==> src/rtl/obstacle_scroller.sv <==
// Multi-slot obstacle scroller: per frame tick, erase/move/draw each live slot, then maybe spawn one.
// Outputs are registered; a request holds x/y/erase until draw_ack, and ticks that arrive during a busy pass are queued one deep.
module obstacle_scroller #(
    parameter int         CHANNELS  = 4,
    parameter int         X_W       = 8,
    parameter int         Y_W       = 6,
    parameter int         X_START   = 159,
    parameter int         Y_MAX     = 52,
    parameter int         SPEED     = 1,
    parameter int         TICK_DIV  = 833333,
    parameter int         SPAWN_GAP = 40,
    parameter logic [9:0] LFSR_SEED = 10'h094
) (
    input  logic                clk,
    input  logic                reset,
    input  logic                enable,
    input  logic                draw_ack,
    output logic                draw_req,
    output logic [X_W-1:0]      x,
    output logic [Y_W-1:0]      y,
    output logic                erase,
    output logic [CHANNELS-1:0] active,
    output logic                frame_done,
    output logic                overrun
);
    localparam int DIV_W = $clog2(TICK_DIV + 1);
    localparam int GAP_W = $clog2(SPAWN_GAP + 1);
    localparam int IDX_W = $clog2(CHANNELS + 1);
    localparam int SL_W  = (CHANNELS > 1) ? $clog2(CHANNELS) : 1;

    localparam logic [DIV_W-1:0] DIV_RELOAD = DIV_W'(TICK_DIV - 1);
    localparam logic [GAP_W-1:0] GAP_MAX    = GAP_W'(SPAWN_GAP);
    localparam logic [IDX_W-1:0] IDX_END    = IDX_W'(CHANNELS);
    localparam logic [X_W-1:0]   X_START_V  = X_W'(X_START);
    localparam logic [X_W-1:0]   SPEED_V    = X_W'(SPEED);
    localparam logic [Y_W-1:0]   Y_MAX_V    = Y_W'(Y_MAX);
    localparam logic [Y_W-1:0]   Y_WRAP_V   = Y_W'(Y_MAX + 1);

    typedef enum logic [2:0] {
        S_IDLE, S_SCAN, S_ERASE, S_MOVE, S_DRAW, S_SPAWN, S_SDRAW, S_DONE
    } state_t;

    state_t              r_state;
    logic [IDX_W-1:0]    r_idx;
    logic [DIV_W-1:0]    r_div;
    logic                r_tick;
    logic                r_pend;
    logic                r_ovr;
    logic [GAP_W-1:0]    r_gap;
    logic [9:0]          r_lfsr;
    logic [X_W-1:0]      r_sx [CHANNELS];
    logic [Y_W-1:0]      r_sy [CHANNELS];
    logic [CHANNELS-1:0] r_act;
    logic                r_req;
    logic [X_W-1:0]      r_x;
    logic [Y_W-1:0]      r_y;
    logic                r_erase;
    logic                r_fdone;

    logic [SL_W-1:0]     w_slot;
    logic                w_ack;
    logic                w_clr_pend;
    logic                w_spawn;
    logic                w_free_any;
    logic [SL_W-1:0]     w_free_slot;
    logic [Y_W-1:0]      w_ly;
    logic [Y_W-1:0]      w_sy;
    logic [X_W-1:0]      w_nx;

    assign w_slot     = r_idx[SL_W-1:0];
    assign w_ack      = draw_ack & r_req;
    assign w_clr_pend = (r_state == S_IDLE) && r_pend;
    assign w_ly       = r_lfsr[Y_W-1:0];
    // Out-of-range rows fold back into 0..Y_MAX instead of being clipped.
    assign w_sy       = (w_ly <= Y_MAX_V) ? w_ly : w_ly - Y_WRAP_V;
    assign w_nx       = r_sx[w_slot] - SPEED_V;
    assign w_spawn    = (r_state == S_SPAWN) && (r_gap == GAP_MAX) && w_free_any;

    always_comb begin
        w_free_any  = 1'b0;
        w_free_slot = '0;
        for (int i = CHANNELS - 1; i >= 0; i--) begin
            if (!r_act[i]) begin
                w_free_any  = 1'b1;
                w_free_slot = SL_W'(i);
            end
        end
    end

    always_ff @(posedge clk or posedge reset) begin
        if (reset) begin
            r_div  <= DIV_RELOAD;
            r_tick <= 1'b0;
            r_lfsr <= LFSR_SEED;
        end else begin
            r_tick <= 1'b0;
            if (enable) begin
                r_lfsr <= {r_lfsr[8:0], r_lfsr[9] ^ r_lfsr[6]};
                if (r_div == '0) begin
                    r_div  <= DIV_RELOAD;
                    r_tick <= 1'b1;
                end else begin
                    r_div <= r_div - 1'b1;
                end
            end
        end
    end

    always_ff @(posedge clk or posedge reset) begin
        if (reset) begin
            r_state <= S_IDLE;
            r_idx   <= '0;
            r_pend  <= 1'b0;
            r_ovr   <= 1'b0;
            r_gap   <= GAP_MAX;
            r_act   <= '0;
            r_req   <= 1'b0;
            r_x     <= '0;
            r_y     <= '0;
            r_erase <= 1'b0;
            r_fdone <= 1'b0;
            for (int i = 0; i < CHANNELS; i++) begin
                r_sx[i] <= '0;
                r_sy[i] <= '0;
            end
        end else begin
            // One-deep tick queue; a second tick while one is still queued is dropped.
            r_pend <= r_tick | (r_pend & ~w_clr_pend);
            if (r_tick && r_pend && !w_clr_pend)
                r_ovr <= 1'b1;
            if (w_spawn)
                r_gap <= '0;
            else if (r_tick && (r_gap != GAP_MAX))
                r_gap <= r_gap + 1'b1;

            case (r_state)
                S_IDLE: begin
                    if (r_pend) begin
                        r_idx   <= '0;
                        r_state <= S_SCAN;
                    end
                end
                S_SCAN: begin
                    if (r_idx == IDX_END) begin
                        r_state <= S_SPAWN;
                    end else if (r_act[w_slot]) begin
                        r_req   <= 1'b1;
                        r_erase <= 1'b1;
                        r_x     <= r_sx[w_slot];
                        r_y     <= r_sy[w_slot];
                        r_state <= S_ERASE;
                    end else begin
                        r_idx <= r_idx + 1'b1;
                    end
                end
                S_ERASE: begin
                    if (w_ack) begin
                        r_req   <= 1'b0;
                        r_state <= S_MOVE;
                    end
                end
                S_MOVE: begin
                    if (r_sx[w_slot] <= SPEED_V) begin
                        r_act[w_slot] <= 1'b0;
                        r_idx         <= r_idx + 1'b1;
                        r_state       <= S_SCAN;
                    end else begin
                        r_sx[w_slot] <= w_nx;
                        r_x          <= w_nx;
                        r_erase      <= 1'b0;
                        r_req        <= 1'b1;
                        r_state      <= S_DRAW;
                    end
                end
                S_DRAW: begin
                    if (w_ack) begin
                        r_req   <= 1'b0;
                        r_idx   <= r_idx + 1'b1;
                        r_state <= S_SCAN;
                    end
                end
                S_SPAWN: begin
                    if (w_spawn) begin
                        r_act[w_free_slot] <= 1'b1;
                        r_sx[w_free_slot]  <= X_START_V;
                        r_sy[w_free_slot]  <= w_sy;
                        r_x                <= X_START_V;
                        r_y                <= w_sy;
                        r_erase            <= 1'b0;
                        r_req              <= 1'b1;
                        r_state            <= S_SDRAW;
                    end else begin
                        r_fdone <= 1'b1;
                        r_state <= S_DONE;
                    end
                end
                S_SDRAW: begin
                    if (w_ack) begin
                        r_req   <= 1'b0;
                        r_fdone <= 1'b1;
                        r_state <= S_DONE;
                    end
                end
                S_DONE: begin
                    r_fdone <= 1'b0;
                    r_state <= S_IDLE;
                end
                default: r_state <= S_IDLE;
            endcase
        end
    end

    assign draw_req   = r_req;
    assign x          = r_x;
    assign y          = r_y;
    assign erase      = r_erase;
    assign active     = r_act;
    assign frame_done = r_fdone;
    assign overrun    = r_ovr;
endmodule

==> config.mk <==
export PLATFORM = sky130hd
export DESIGN_NAME = obstacle_scroller
export DESIGN_NICKNAME = d
export VERILOG_FILES = /design/src/rtl/obstacle_scroller.sv
export SDC_FILE = /design/constraint.sdc
export NUM_CORES = 1
export LEC_CHECK = 0
export ABC_AREA = 0
export BUFFER_PORTS_ARGS = -buffer_cell sky130_fd_sc_hd__buf_4
export CAP_MARGIN = 20
export CORE_UTILIZATION = 50
export CTS_BUF_LIST = sky130_fd_sc_hd__clkbuf_2 sky130_fd_sc_hd__clkbuf_4 sky130_fd_sc_hd__clkbuf_8
export CTS_CLUSTER_SIZE = 10
export DETAILED_ROUTE_END_ITERATION = 10
export PLACE_DENSITY = 0.67
export SLEW_MARGIN = 10
export SYNTH_ARGS = -nofsm -noshare
export SYNTH_HDL_FRONTEND = slang
export SYNTH_SLANG_ARGS = --single-unit
==> constraint.sdc <==
create_clock -name clk -period 3.9 [get_ports clk]
set_input_delay 0.39 -clock clk [delete_from_list [all_inputs] [get_ports clk]]
set_output_delay 0.39 -clock clk [all_outputs]
set_load 0.05 [all_outputs]
# Yosys cells after proc, flatten, opt, wreduce, memory -nomap -nowiden
# Cells that the tools add are included.
# word_totals
input_bits,4
reg_bits,122
out_inout_bits,22
# classes
bitwise_logic,13
magnitude_cmp,10
muxes,76
n_reduce_logical,30
add_sub_neg,5
eq_ne,23
# ops
cell,count
2-to-1 mux 32 bit,2
2-to-1 mux 8 bit,8
one-hot mux 32 bit (2 select lines),1
2-to-1 mux 6 bit,9
2-to-1 mux 3 bit,12
bitwise mux 32 bit,1
demux 8 bit (select 2 bit),2
bitwise mux 24 bit,1
OR 24 bit,1
one-hot mux 3 bit (8 select lines),1
one-hot mux 8 bit (3 select lines),1
inequality test 2 bit (second input constant),11
logical NOT 20 bit,1
2-to-1 mux 20 bit,1
subtractor 20 x 1 -> 20 bit (second input constant),1
2-to-1 mux 1 bit,19
binary-select mux 8 bit (select 2 bit),1
== test 3 bit (second input constant),5
binary-select mux 6 bit (select 2 bit),1
demux 6 bit (select 2 bit),1
one-hot mux 3 bit (4 select lines),1
one-hot mux 6 bit (2 select lines),1
AND reduction 6 bit,2
logical AND 1 bit,10
43 further kinds,63

# Longest topological paths before layout
# Gate-level depths: netlist (run 1).
# depth
word_depth,13
ltp_mapped,12
mapped_depth_nobuf,8

# Least setup slack after synthesis (run 1)
# OpenSTA, ideal clock, no wires.
# synth_timing
kind,register -> register
startpoint,register r_idx[1]
endpoint,register r_idx[0]
setup_slack_ps,1191
path_stages_with_launch,11
n_path_buf,2
period_less_slack_ps,2709
arrival_time_ps,2582
setup_ps,128
t_required_ps,3772
cell_sequence,dfrtp_1 -> buf_2 -> buf_2 -> mux4_2 -> inv_1 -> ha_1 -> nor2_1 -> nor3_1 -> a21oi_2 -> nor3_2 -> mux2_1
# synth_via
elab_chain_len,7
elab_cells_between_ends,12
# synth_lines
item,line_no,source
from (decl),44,logic [IDX_W-1:0] r_idx;
from (signal assigned),153,r_idx <= r_idx + 1'b1;
from (signal assigned),165,r_idx <= r_idx + 1'b1;
from (signal assigned),178,r_idx <= r_idx + 1'b1;
inverter 2 -> 3 bit (implied by the code),163,if (r_sx[w_slot] <= SPEED_V) begin
binary-select mux 8 bit (select 2 bit),163,
2-to-1 mux 8 bit (implied by the code) (2 in a row),163,
less-or-equal comparator 8 x 1 -> 1 bit,163,
inequality test 2 bit (no source line),-,
AND reduction 6 bit (no source line) *,-,
# Every way passes the cells marked *; elsewhere a longest branch is shown, timed or not. The select of a mux whose other input is x is not followed.
# A chain may end at the register's enable or synchronous reset.

# Worst setup path after layout (run 1)
# layout_timing
startpoint,register r_idx[0]
endpoint,register r_idx[0]
# layout_via
elab_chain_len,7
elab_cells_between_ends,18
# layout_lines
item,line_no
inverter 2 -> 3 bit (implied by the code),163
binary-select mux 8 bit (select 2 bit),163
2-to-1 mux 8 bit (implied by the code) (2 in a row),163
less-or-equal comparator 8 x 1 -> 1 bit,163
inequality test 2 bit (no source line),-
AND reduction 6 bit (no source line),-
# Several ways; a longest one is shown, not always the timed one. The select of a mux whose other input is x is not followed.

==> flow_summary_export.csv, run 1 <==
group,metric,value,unit
routing,drt-initial-drc-count,240,
worst_setup_path,worst_ep_required_time,4.23,ns
worst_setup_path,critical_path.max_stage_delay,0.58,ns
floorplanning,floorplan.rows,40,
routing,routed.top_layer,"met4",
yosys,yosys_register_bits,122,
grt,grt_first_pass_wirelength,23300,um
pwr,power_density,436,nW/um2
worst_setup_path,timing.critical_path.fanout_max,20,
yosys,synthCells,567,
final_layout,stdcell_count,773,
worst_setup_path,criticalPathCategory,"reg2reg",
yosys,dominantRegCellSynth,"sky130_fd_sc_hd__dfrtp_1",
worst_setup_path,worstSetupStartpointType,"flop",
worst_hold_path,worst_hold_path.num_cells,3,
clock_tree,worst_skew_pair.late_latency,0.45,ns
floorplanning,num_io_pins,26,
yosys,synth_area_per_cell,11.1,um2
routing,firstDrtPassIters,4,
floorplanning,die-width,114,um
floorplanning,floorplan.core_area,12100,um2
yosys,ys_async_sr_fraction,100,%
worst_setup_path,cp_data_arrival_time,3.40,ns
sta,timing.final.max_slew_violations,0,
routing,route.layer.met1.wl,6070,um
placed_design,place_inst,740,
sta,min_period_over_period,78.7,%
yosys,synth_edf_count,0,
clock_tree,clkTransAtPathRegs,0.07,ns
pwr,design_power_total,0.00305,W
worst_hold_path,hold_path.class,"in2reg",
yosys,ys_warn_count,0,
grt,grt_antenna_before_repair,0,
clock_tree,cts_htree_levels,4,
floorplanning,die-height,114,um
sta,final-setup-viol-count,0,
routing,detail_route.vias_per_cell,5.79,
placed_design,routabilityCongestion,0.871,
final_layout,num-nets-final,609,
pwr,vdd_ir_drop_max,0.362,mV
sta,fin_tns_setup,0,ns
yosys,synth_top_cell_area_share,42.3,%
worst_setup_path,timing.reg2reg.worst_path_depth,8,
worst_setup_path,worst_setup_path_end_kind,"flop",
yosys,ys_seq_area_share,49.0,%
yosys,synthDistinctLibCells,69,
placed_design,buffer_ports.inserted,25,
worst_setup_path,crit_slowest_cell,"sky130_fd_sc_hd__mux4_2",
clock_tree,cts_made_buffers,17,
sta,final.setup_skew,0.0102,ns
clock_tree,postCtsResizedCells,0,
worst_setup_path,crit_path_cells,"mux4_2 > inv_1 > ha_1 > nor2_1 > nor3_1 > a21oi_2 > nor3_2 > mux2_1",
yosys,post_synth_instance_area,6270,um2
final_layout,num-fill-cells,1034,
routing,totalWireLength,13700,um
yosys,synth_largest_area_cell,"sky130_fd_sc_hd__dfrtp_1",
clock_tree,cts.root.buffer_cell,"sky130_fd_sc_hd__clkbuf_8",
pwr,power.leakage,3.12,nW
routing,remaining_drcs,0,
routing,met2_length,6580,um
clock_tree,bufs_on_longest_clock_path,2,
sta,clock.fmax,326,MHz
routing,drt-wirelength-per-cell,17.7,um
yosys,yosys-top-cells-area,"sky130_fd_sc_hd__dfrtp_1, sky130_fd_sc_hd__dfstp_2, sky130_fd_sc_hd__mux4_2, sky130_fd_sc_hd__mux2_2, sky130_fd_sc_hd__a2bb2oi_1",
sta,layout_min_cycle_time,3.07,ns
yosys,synth_fp_nets,583,
placed_design,detailed_place_hpwl,9560,um
floorplanning,floorplan.die_area,13000,um2
grt,gr-total-overflow,0,
clock_tree,tritoncts,"done",
worst_setup_path,ff2ff_setup_slack,0.83,ns
grt,grt_max_degree,86,
sta,rsz0062_at_grt,"no",
final_layout,post_route_cells_drive_above_1_share,25.3,%
clock_tree,setup_fix_bufs_post_cts,0,
final_layout,flow.area_growth_from_synthesis,11.7,%
sta,slew-limit-headroom,41.2,%
clock_tree,cts-hold-fix-buffers,0,
sta,hold_violations,0,
clock_tree,cts_sinks,122,
final_layout,insertedDiodeCount,0,
floorplanning,initial_utilization,51.8,%
run_status,outcome,"finished, final reports clean",
routing,dr_wl_met3,756,um
grt,via_count_of_the_first_global_routing_pass,4622,
flow_run,maxCapViolations,0,
routing,vias,4476,
sta,worstMarginPinSlew,0.882,ns
routing,antenna_left,0,
grt,grt_overall_usage,23.6,%
==> critical path, delay by kind of cell (launching register included) <==
kind,cells,cell delay (ns)
fa+ha+maj,1,0.27
mux,2,0.93
simple gates,3,0.88
compound gates,1,0.34
flops,1,0.42
buf+inv,1,0.12
==> placed cells by master (no fill, tap or decap), drive strengths merged, types with 5 or more instances in the layout <==
cell and instances:
dfstp 16, mux4 17, nand2 46, a21oi 26, o21ai 32, buf 34, nor4 10, nand4 6
clkbuf 28, mux2i 5, or3 8, o31ai 5, inv 29, xnor2 21, and2 5, a2bb2oi 22
dfrtp 106, nor2 48, nor3 15, mux2 31, nand3 8, ha 12, a21o 5
==> through the flow <==
stage / util (%) / hold WS, ns / setup slack [ns] / cell area, um2
after global placement: 54.5 / 0.451 / 0.970 / 6600
final: 57.8 / 0.268 / 0.829 / 7000
after detailed placement: 54.5 / 0.461 / 0.842 / 6600
after floorplan: - / 0.445 / 0.294 / 6270
after CTS: 57.5 / 0.220 / 0.836 / 6970
after global routing: 57.8 / 0.265 / 0.639 / 7000
==> path summary, 6_finish.rpt <==
check / from / endpoint
max: r_idx[0] / r_idx[0]
min in group asynchronous: reset / r_lfsr[0]
min: draw_ack / draw_req
min reg2reg: overrun / overrun
max reg2reg: r_idx[0] / r_idx[0]
max in group asynchronous: reset / r_gap[5]
==> state kept, by name, summed over array words and instances, names as in the netlist <==
name        flops
erase           1
y               6
frame_done      1
r_state         3
r_tick          1
overrun         1
x               8
r_div          20
r_gap           6
r_idx           3
draw_req        1
r_sy           24
r_pend          1
active          4
r_lfsr         10
r_sx           32
==> synth_stat cells, types with 6 or more instances <==
| cell type | count |
|---|---|
| sky130_fd_sc_hd__nand2_1 | 45 |
| sky130_fd_sc_hd__dfrtp_1 | 106 |
| sky130_fd_sc_hd__nand4_1 | 6 |
| sky130_fd_sc_hd__nand3_1 | 8 |
| sky130_fd_sc_hd__nor3_1 | 9 |
| sky130_fd_sc_hd__mux4_2 | 17 |
| sky130_fd_sc_hd__clkbuf_1 | 19 |
| sky130_fd_sc_hd__a2bb2oi_1 | 22 |
| sky130_fd_sc_hd__nor2_1 | 46 |
| sky130_fd_sc_hd__ha_1 | 12 |
| sky130_fd_sc_hd__or3_1 | 8 |
| sky130_fd_sc_hd__mux2_2 | 30 |
| sky130_fd_sc_hd__xnor2_1 | 21 |
| sky130_fd_sc_hd__o21ai_0 | 28 |
| sky130_fd_sc_hd__a21oi_1 | 24 |
| sky130_fd_sc_hd__nor4_1 | 8 |
| sky130_fd_sc_hd__dfstp_2 | 16 |
| sky130_fd_sc_hd__inv_1 | 28 |
==> power by group <==
| part | total [W] | internal [W] | switching, W |
|---|---|---|---|
| Clock | 0.00103 | 0.000560 | 0.000468 |
| Sequential | 0.00158 | 0.00144 | 0.000145 |
| Combinational | 0.000442 | 0.000200 | 0.000242 |
==> final cells by class <==
class / instances / area (um2) / area share, %
Clock buffer: 28 / 348 / 4.97
Tap cell: 168 / 210 / 3.00
Timing Repair Buffer: 35 / 285 / 4.07
Inverter: 29 / 111 / 1.59
Multi-Input combinational cell: 388 / 2960 / 42.3
Clock inverter: 3 / 15.0 / 0.214
Sequential cell: 122 / 3070 / 43.9
==> cells by family after synthesis <==
group	synth area share [%]
fa+ha+maj	2.39
xor+xnor	3.49
flops	49.0
simple gates	15.1
mux	12.5
buf+inv	3.79
compound gates	13.8
==> metal layers <==
metal,GRT usage [%],up-vias
met2,38.3,116
met5,0,-
met3,5.63,26
met1,30.6,2219
li1,-,2115
met4,9.70,0
Note: power is estimated with default switching activity, not from simulation.
==> inputs of run 2 (changes only) <==
--- a/config.mk
+++ b/config.mk
@@ -12,7 +12,7 @@
 export CTS_BUF_LIST = sky130_fd_sc_hd__clkbuf_2 sky130_fd_sc_hd__clkbuf_4 sky130_fd_sc_hd__clkbuf_8
 export CTS_CLUSTER_SIZE = 10
 export DETAILED_ROUTE_END_ITERATION = 10
-export PLACE_DENSITY = 0.67
+export PLACE_DENSITY = 0.69
 export SLEW_MARGIN = 10
 export SYNTH_ARGS = -nofsm -noshare
 export SYNTH_HDL_FRONTEND = slang
==> constraint.sdc (replaced) <==
create_clock -name clk -period 2.6 [get_ports clk]
set_input_delay 0.26 -clock clk [delete_from_list [all_inputs] [get_ports clk]]
set_output_delay 0.26 -clock clk [all_outputs]
set_load 0.05 [all_outputs]
==> run 2 against run 1 <==
The run now ends with hold timing left. Core utilization increased by 1.9 points. Die area unchanged. Hold slack got worse by 0.29 ns. Setup slack got worse by 0.73 ns. Sequential share of layout area decreased by 1.4 points. Total power increased by 56%. Highest routed layer unchanged.
==> flow_summary_export.csv, run 2 (synthesis gave the netlist of run 1 again) <==
group,metric,value,unit
run_status,outcome,"finished with violations",
run_status,failed_checks,"hold timing",
grt,grt_antenna_before_repair,0,
final_layout,layout.cells.most_common_list,"sky130_fd_sc_hd__dfrtp_1, sky130_fd_sc_hd__buf_4, sky130_fd_sc_hd__nor2_1, sky130_fd_sc_hd__nand2_1, sky130_fd_sc_hd__mux2_2",
clock_tree,cts_made_buffers,17,
worst_setup_path,r2r_end,"r_sx[7]",
final_layout,mostFrequentLayoutCell,"sky130_fd_sc_hd__dfrtp_1",
worst_setup_path,criticalPathCategory,"reg2reg",
clock_tree,cts_htree_levels,4,
worst_setup_path,r2r-start,"r_idx[0]",
floorplanning,floorplan.die_area,13000,um2
sta,worstMarginPinSlew,0.651,ns
routing,detail_route.vias_per_cell,5.74,
worst_setup_path,worstSetupStartpointType,"flop",
floorplanning,die-height,114,um
pwr,power_density,658,nW/um2
placed_design,placed_area,6790,um2
clock_tree,clkTransAtPathRegs,0.07,ns
flow_run,maxCapViolations,0,
floorplanning,num_io_pins,26,
grt,grt_overall_usage,23.4,%
worst_setup_path,worst_setup_path_end_kind,"flop",
pwr,design_power_total,0.00475,W
clock_tree,tritoncts,"done",
sta,slew-limit-headroom,56.6,%
worst_hold_path,hold_path.class,"in2async",
sta,min_period_over_period,96.1,%
worst_setup_path,ff2ff_setup_slack,0.10,ns
sta,worst_setup_margin,0.101,ns
sta,final.setup_skew,0.00969,ns
worst_setup_path,timing.critical_path.buf_inv,1,
routing,drt-initial-drc-count,273,
final_layout,post_route_cells_drive_above_1_share,28.4,%
placed_design,detailed_place_hpwl,9780,um
final_layout,biggestRegsByFlops,"r_sx (32), r_sy (24), r_div (20)",
placed_design,detailedPlace.worstSlack,0.00842,ns
final_layout,num-nets-final,629,
grt,gr-total-overflow,0,
placed_design,routabilityCongestion,0.848,
final_layout,flip_flop_count_of_the_largest_register_after_layout,32,
worst_setup_path,crit_slowest_cell,"sky130_fd_sc_hd__or4_4",
final_layout,flow.area_growth_from_synthesis,15.3,%
sta,clock.fmax,400,MHz
floorplanning,floorplan.rows,40,
worst_setup_path,cp_data_arrival_time,2.81,ns
grt,grt_max_degree,123,
floorplanning,initial_utilization,51.8,%
pwr,power.leakage,3.23,nW
final_layout,finish.instance_area,7230,um2
grt,via_count_of_the_first_global_routing_pass,4648,
routing,totalWireLength,13700,um
routing,firstDrtPassIters,4,
final_layout,insertedDiodeCount,0,
sta,hold_violations,3,
worst_setup_path,worst_ep_required_time,2.91,ns
clock_tree,cts.root.buffer_cell,"sky130_fd_sc_hd__clkbuf_8",
routing,drt-wirelength-per-cell,17.3,um
final_layout,post-route-util,59.7,%
sta,layout_min_cycle_time,2.50,ns
worst_setup_path,timing.critical_path.max_delay_family,"simple AND/OR/NAND/NOR gates",
pwr,vdd_ir_drop_max,0.422,mV
sta,worst_hold_slack,-0.0261,ns
grt,grt_first_pass_wirelength,23000,um
clock_tree,worst_skew_pair.late_latency,0.44,ns
clock_tree,bufs_on_longest_clock_path,2,
routing,vias,4560,
floorplanning,floorplan.core_area,12100,um2
worst_setup_path,critical_path.max_stage_delay,0.62,ns
routing,antenna_left,0,
final_layout,largest-register,"r_sx",
worst_setup_path,crit_path_cells,"buf_6 > mux4_2 > or4_4 > o21ai_4 > o21ai_2 > a2bb2oi_1",
clock_tree,cts-hold-fix-buffers,0,
sta,timing.final.max_slew_violations,0,
routing,remaining_drcs,0,
worst_setup_path,worstSetupPathDepth,6,
clock_tree,cts_sinks,122,
placed_design,buffer_ports.inserted,25,
sta,final-setup-viol-count,0,
floorplanning,die-width,114,um
worst_setup_path,timing.critical_path.fanout_max,10,
worst_setup_path,timing.reg2reg.worst_path_depth,6,
[run 2: changes by cell type in the layout (fill, tap and decap cells not counted), moves of 2 or more]
| cell | previous run | this run |
|---|---|---|
| sky130_fd_sc_hd__buf_12 | 0 | 2 |
| sky130_fd_sc_hd__clkbuf_4 | 6 | 3 |
| sky130_fd_sc_hd__buf_4 | 33 | 52 |
| sky130_fd_sc_hd__clkinvlp_4 | 0 | 2 |
| sky130_fd_sc_hd__bufinv_16 | 0 | 2 |
[run 2: worst register-to-register path, delay by kind of cell (launching register included)]
family	cells	cell delay, ns
compound gates	3	0.56
buf+inv	1	0.18
flops	1	0.41
mux	1	0.60
simple gates	1	0.62
[run 2: layout make-up]
type	instances	area, um2
clock buffers	25	325
well taps	168	210
flip-flops and latches	122	3070
clock inverters	7	87.6
fillers	999	4880
multi-input cells	388	2980
inverters	29	113
repair buffers	55	442
[run 2: worst max path at each step]
stage / from / endpoint / slack [ns]
4_1_cts: r_idx[0] / x[0] / 0.03
2_1_floorplan: r_idx[0] / r_idx[0] / 0.02
5_1_grt: r_idx[0] / r_sx[7] / -0.006
3_3_place_gp: r_idx[0] / r_sx[7] / 0.06
6_report: r_idx[0] / r_sx[7] / 0.10
3_5_place_dp: r_idx[0] / x[0] / 0.008
[run 2: repair_timing]
action	4_1_cts	5_1_grt
pin swaps	0	1
buffers inserted	0	1
gates cloned	0	0
setup endpoints to repair	1	32
resized for setup	1	3
[run 2: per-layer routing]
| layer | global-route usage, % | vias up | part of all wire [%] |
|---|---|---|---|
| met2 | 37.3 | 117 | 50 |
| met4 | 11.4 | 0 | 1.8 |
| met5 | 0 | - | 0 |
| met1 | 30.1 | 2270 | 43 |
| met3 | 5.37 | 21 | 5.3 |
| li1 | - | 2152 | - |
[run 2: where the power goes]
group          total (W)  switching [W]  internal (W)
sequential       0.00238       0.000222       0.00216
combinational   0.000648       0.000353      0.000295
clock            0.00173       0.000723       0.00100
total            0.00475        0.00130       0.00346
[run 2: metrics by stage]
stage	setup TNS, ns	std cells
global route	-0.00575	794
CTS	0	793
detailed placement	0	761
floorplan	0	567
finish	0	794
global placement	0	761
==> inputs of run 3 (changes only) <==
--- a/config.mk
+++ b/config.mk
@@ -12,7 +12,7 @@
 export CTS_BUF_LIST = sky130_fd_sc_hd__clkbuf_2 sky130_fd_sc_hd__clkbuf_4 sky130_fd_sc_hd__clkbuf_8
 export CTS_CLUSTER_SIZE = 10
 export DETAILED_ROUTE_END_ITERATION = 10
-export PLACE_DENSITY = 0.69
+export PLACE_DENSITY = 0.67
 export SLEW_MARGIN = 10
 export SYNTH_ARGS = -nofsm -noshare
 export SYNTH_HDL_FRONTEND = slang
==> constraint.sdc (replaced) <==
create_clock -name clk -period 2.7 [get_ports clk]
set_input_delay 0.27 -clock clk [delete_from_list [all_inputs] [get_ports clk]]
set_output_delay 0.27 -clock clk [all_outputs]
set_load 0.05 [all_outputs]
==> run 3 against run 2 <==
The run now ends clean. Cell count decreased by 0.50%. Hold slack improved by 0.19 ns. Sequential power decreased by 4%. First-iteration DRC count decreased by 8.1%. Setup slack improved by 0.026 ns. Register-to-register slack improved by 0.03 ns. Core utilization increased by 0.062 points. Critical path type unchanged. Largest power group unchanged.
==> flow_summary_export.csv, run 3 (synthesis gave the netlist of run 1 again) <==
group,metric,value,unit
run_status,outcome,"finished, final reports clean",
sta,clock.fmax,389,MHz
routing,detail_route.vias_per_cell,5.76,
final_layout,mostFrequentLayoutCell,"sky130_fd_sc_hd__dfrtp_1",
placed_design,routabilityCongestion,0.885,
clock_tree,cts_made_buffers,17,
grt,gr-total-overflow,0,
routing,drt-initial-drc-count,251,
grt,via_count_of_the_first_global_routing_pass,4797,
grt,grt_first_pass_wirelength,23700,um
clock_tree,tritoncts,"done",
final_layout,post-route-util,59.8,%
clock_tree,clkTransAtPathRegs,0.07,ns
routing,route.layer.met1.wl,6210,um
sta,rsz0062_at_grt,"no",
floorplanning,die-height,114,um
floorplanning,floorplan.rows,40,
pwr,power_density,653,nW/um2
final_layout,layout.cells.most_common_list,"sky130_fd_sc_hd__dfrtp_1, sky130_fd_sc_hd__buf_4, sky130_fd_sc_hd__nor2_1, sky130_fd_sc_hd__nand2_1, sky130_fd_sc_hd__mux2_2",
sta,layout_min_cycle_time,2.57,ns
floorplanning,initial_utilization,51.8,%
final_layout,flip_flop_count_of_the_largest_register_after_layout,32,
final_layout,finish.instance_area,7240,um2
pwr,design_power_total,0.00472,W
clock_tree,worst_skew_pair.late_latency,0.44,ns
clock_tree,bufs_on_longest_clock_path,2,
placed_design,buffer_ports.inserted,25,
worst_setup_path,criticalPathCategory,"reg2reg",
worst_setup_path,worst_setup_path_end_kind,"flop",
grt,grt_antenna_before_repair,0,
routing,drt-wirelength-per-cell,17.7,um
placed_design,detailed_place_hpwl,9850,um
routing,antenna_left,0,
clock_tree,cts.root.buffer_cell,"sky130_fd_sc_hd__clkbuf_8",
clock_tree,setup_fix_bufs_post_cts,0,
final_layout,insertedDiodeCount,0,
sta,final-setup-viol-count,0,
final_layout,flow.area_growth_from_synthesis,15.4,%
worst_setup_path,crit_path_cells,"mux4_2 > inv_1 > ha_1 > nor2_1 > or3_1 > o21ai_4 > a21boi_2 > a2bb2oi_1",
sta,fin_tns_setup,0,ns
worst_setup_path,worst_ep_required_time,3.00,ns
routing,firstDrtPassIters,4,
worst_setup_path,worstSetupStartpointType,"flop",
routing,routed.top_layer,"met4",
floorplanning,die-width,114,um
routing,vias,4554,
placed_design,placed_area,6760,um2
routing,dr_wl_met3,697,um
sta,final.setup_skew,0.0126,ns
floorplanning,floorplan.core_area,12100,um2
grt,grt_overall_usage,23.8,%
routing,totalWireLength,14000,um
worst_setup_path,critical_path.max_stage_delay,0.58,ns
worst_setup_path,cp_data_arrival_time,2.87,ns
routing,met2_length,6760,um
sta,worstMarginPinSlew,0.578,ns
pwr,vdd_ir_drop_max,0.510,mV
pwr,power.leakage,3.23,nW
final_layout,biggestRegsByFlops,"r_sx (32), r_sy (24), r_div (20)",
routing,remaining_drcs,0,
sta,hold_violations,0,
worst_hold_path,hold_path.class,"in2reg",
flow_run,maxCapViolations,0,
floorplanning,floorplan.die_area,13000,um2
floorplanning,num_io_pins,26,
worst_setup_path,crit_slowest_cell,"sky130_fd_sc_hd__mux4_2",
sta,worst_hold_slack,0.162,ns
sta,slew-limit-headroom,61.3,%
clock_tree,cts_htree_levels,4,
sta,min_period_over_period,95.3,%
clock_tree,cts_sinks,122,
final_layout,largest-register,"r_sx",
worst_setup_path,timing.critical_path.fanout_max,6,
sta,timing.final.max_slew_violations,0,
final_layout,num-nets-final,625,
grt,grt_max_degree,82,
final_layout,post_route_cells_drive_above_1_share,27.8,%
==> run 3: cell types whose count changed in the layout (fill, tap and decap cells not counted), sizes merged <==
cell         change
clkbuf           -1
clkinv           -1
bufinv           +2
buf              -5
dlygate4sd3      +1
==> run 3: final cells by class <==
cell class,instances,area (um2)
Inverter,29,113
Fill cell,1015,4870
Clock buffer,24,299
Timing Repair Buffer,51,414
Multi-Input combinational cell,388,2990
Clock inverter,8,143
Sequential cell,122,3070
Tap cell,168,210
==> run 3: final timing paths <==
| path | from | to | slack, ns | depth (start not counted) |
|---|---|---|---|---|
| setup / recovery | r_idx[0] | r_sx[8] | 0.13 | 8 |
| hold / removal | draw_ack | draw_req | 0.16 | 3 |
| setup reg to reg | r_idx[0] | r_sx[8] | 0.13 | 8 |
| hold reg to reg | overrun | overrun | 0.48 | 1 |
| max in group asynchronous | reset | r_gap[5] | 1.75 | 4 |
| min in group asynchronous | reset | y[4] | 0.52 | 4 |
==> run 3: report_power, final <==
group | switching, W | internal, W | leakage (nW)
combinational | 0.000340 | 0.000288 | 1.40
clock | 0.000699 | 0.00110 | 0.228
sequential | 0.000219 | 0.00208 | 1.60
total | 0.00126 | 0.00347 | 3.23
==> run 3: stage by stage <==
step	setup WS [ns]	instances
after detailed placement	0.0545	757
after CTS	0.0397	790
final	0.128	790
after global placement	0.0923	757
after global routing	0.00589	790
after floorplan	0.0907	567
==> run 3: critical path, delay by kind of cell (launching register included) <==
| kind | cells | cell delay (ns) |
|---|---|---|
| fa+ha+maj | 1 | 0.18 |
| buf+inv | 1 | 0.12 |
| compound gates | 3 | 0.56 |
| simple gates | 2 | 0.57 |
| flops | 1 | 0.43 |
| mux | 1 | 0.58 |
==> run 3: layer usage <==
metal / vias to the layer above / GRT usage, %
li1: 2138 / -
met1: 2281 / 30.6
met2: 113 / 38.4
met3: 22 / 6.54
met4: 0 / 9.61
met5: - / 0
==> run 3: what timing repair did <==
item | in CTS | in global routing
endpoints found under the hold margin | 81 | 0
hold buffers | 1 | 0
gates resized for setup | 0 | 5
setup endpoints to repair | 0 | 43
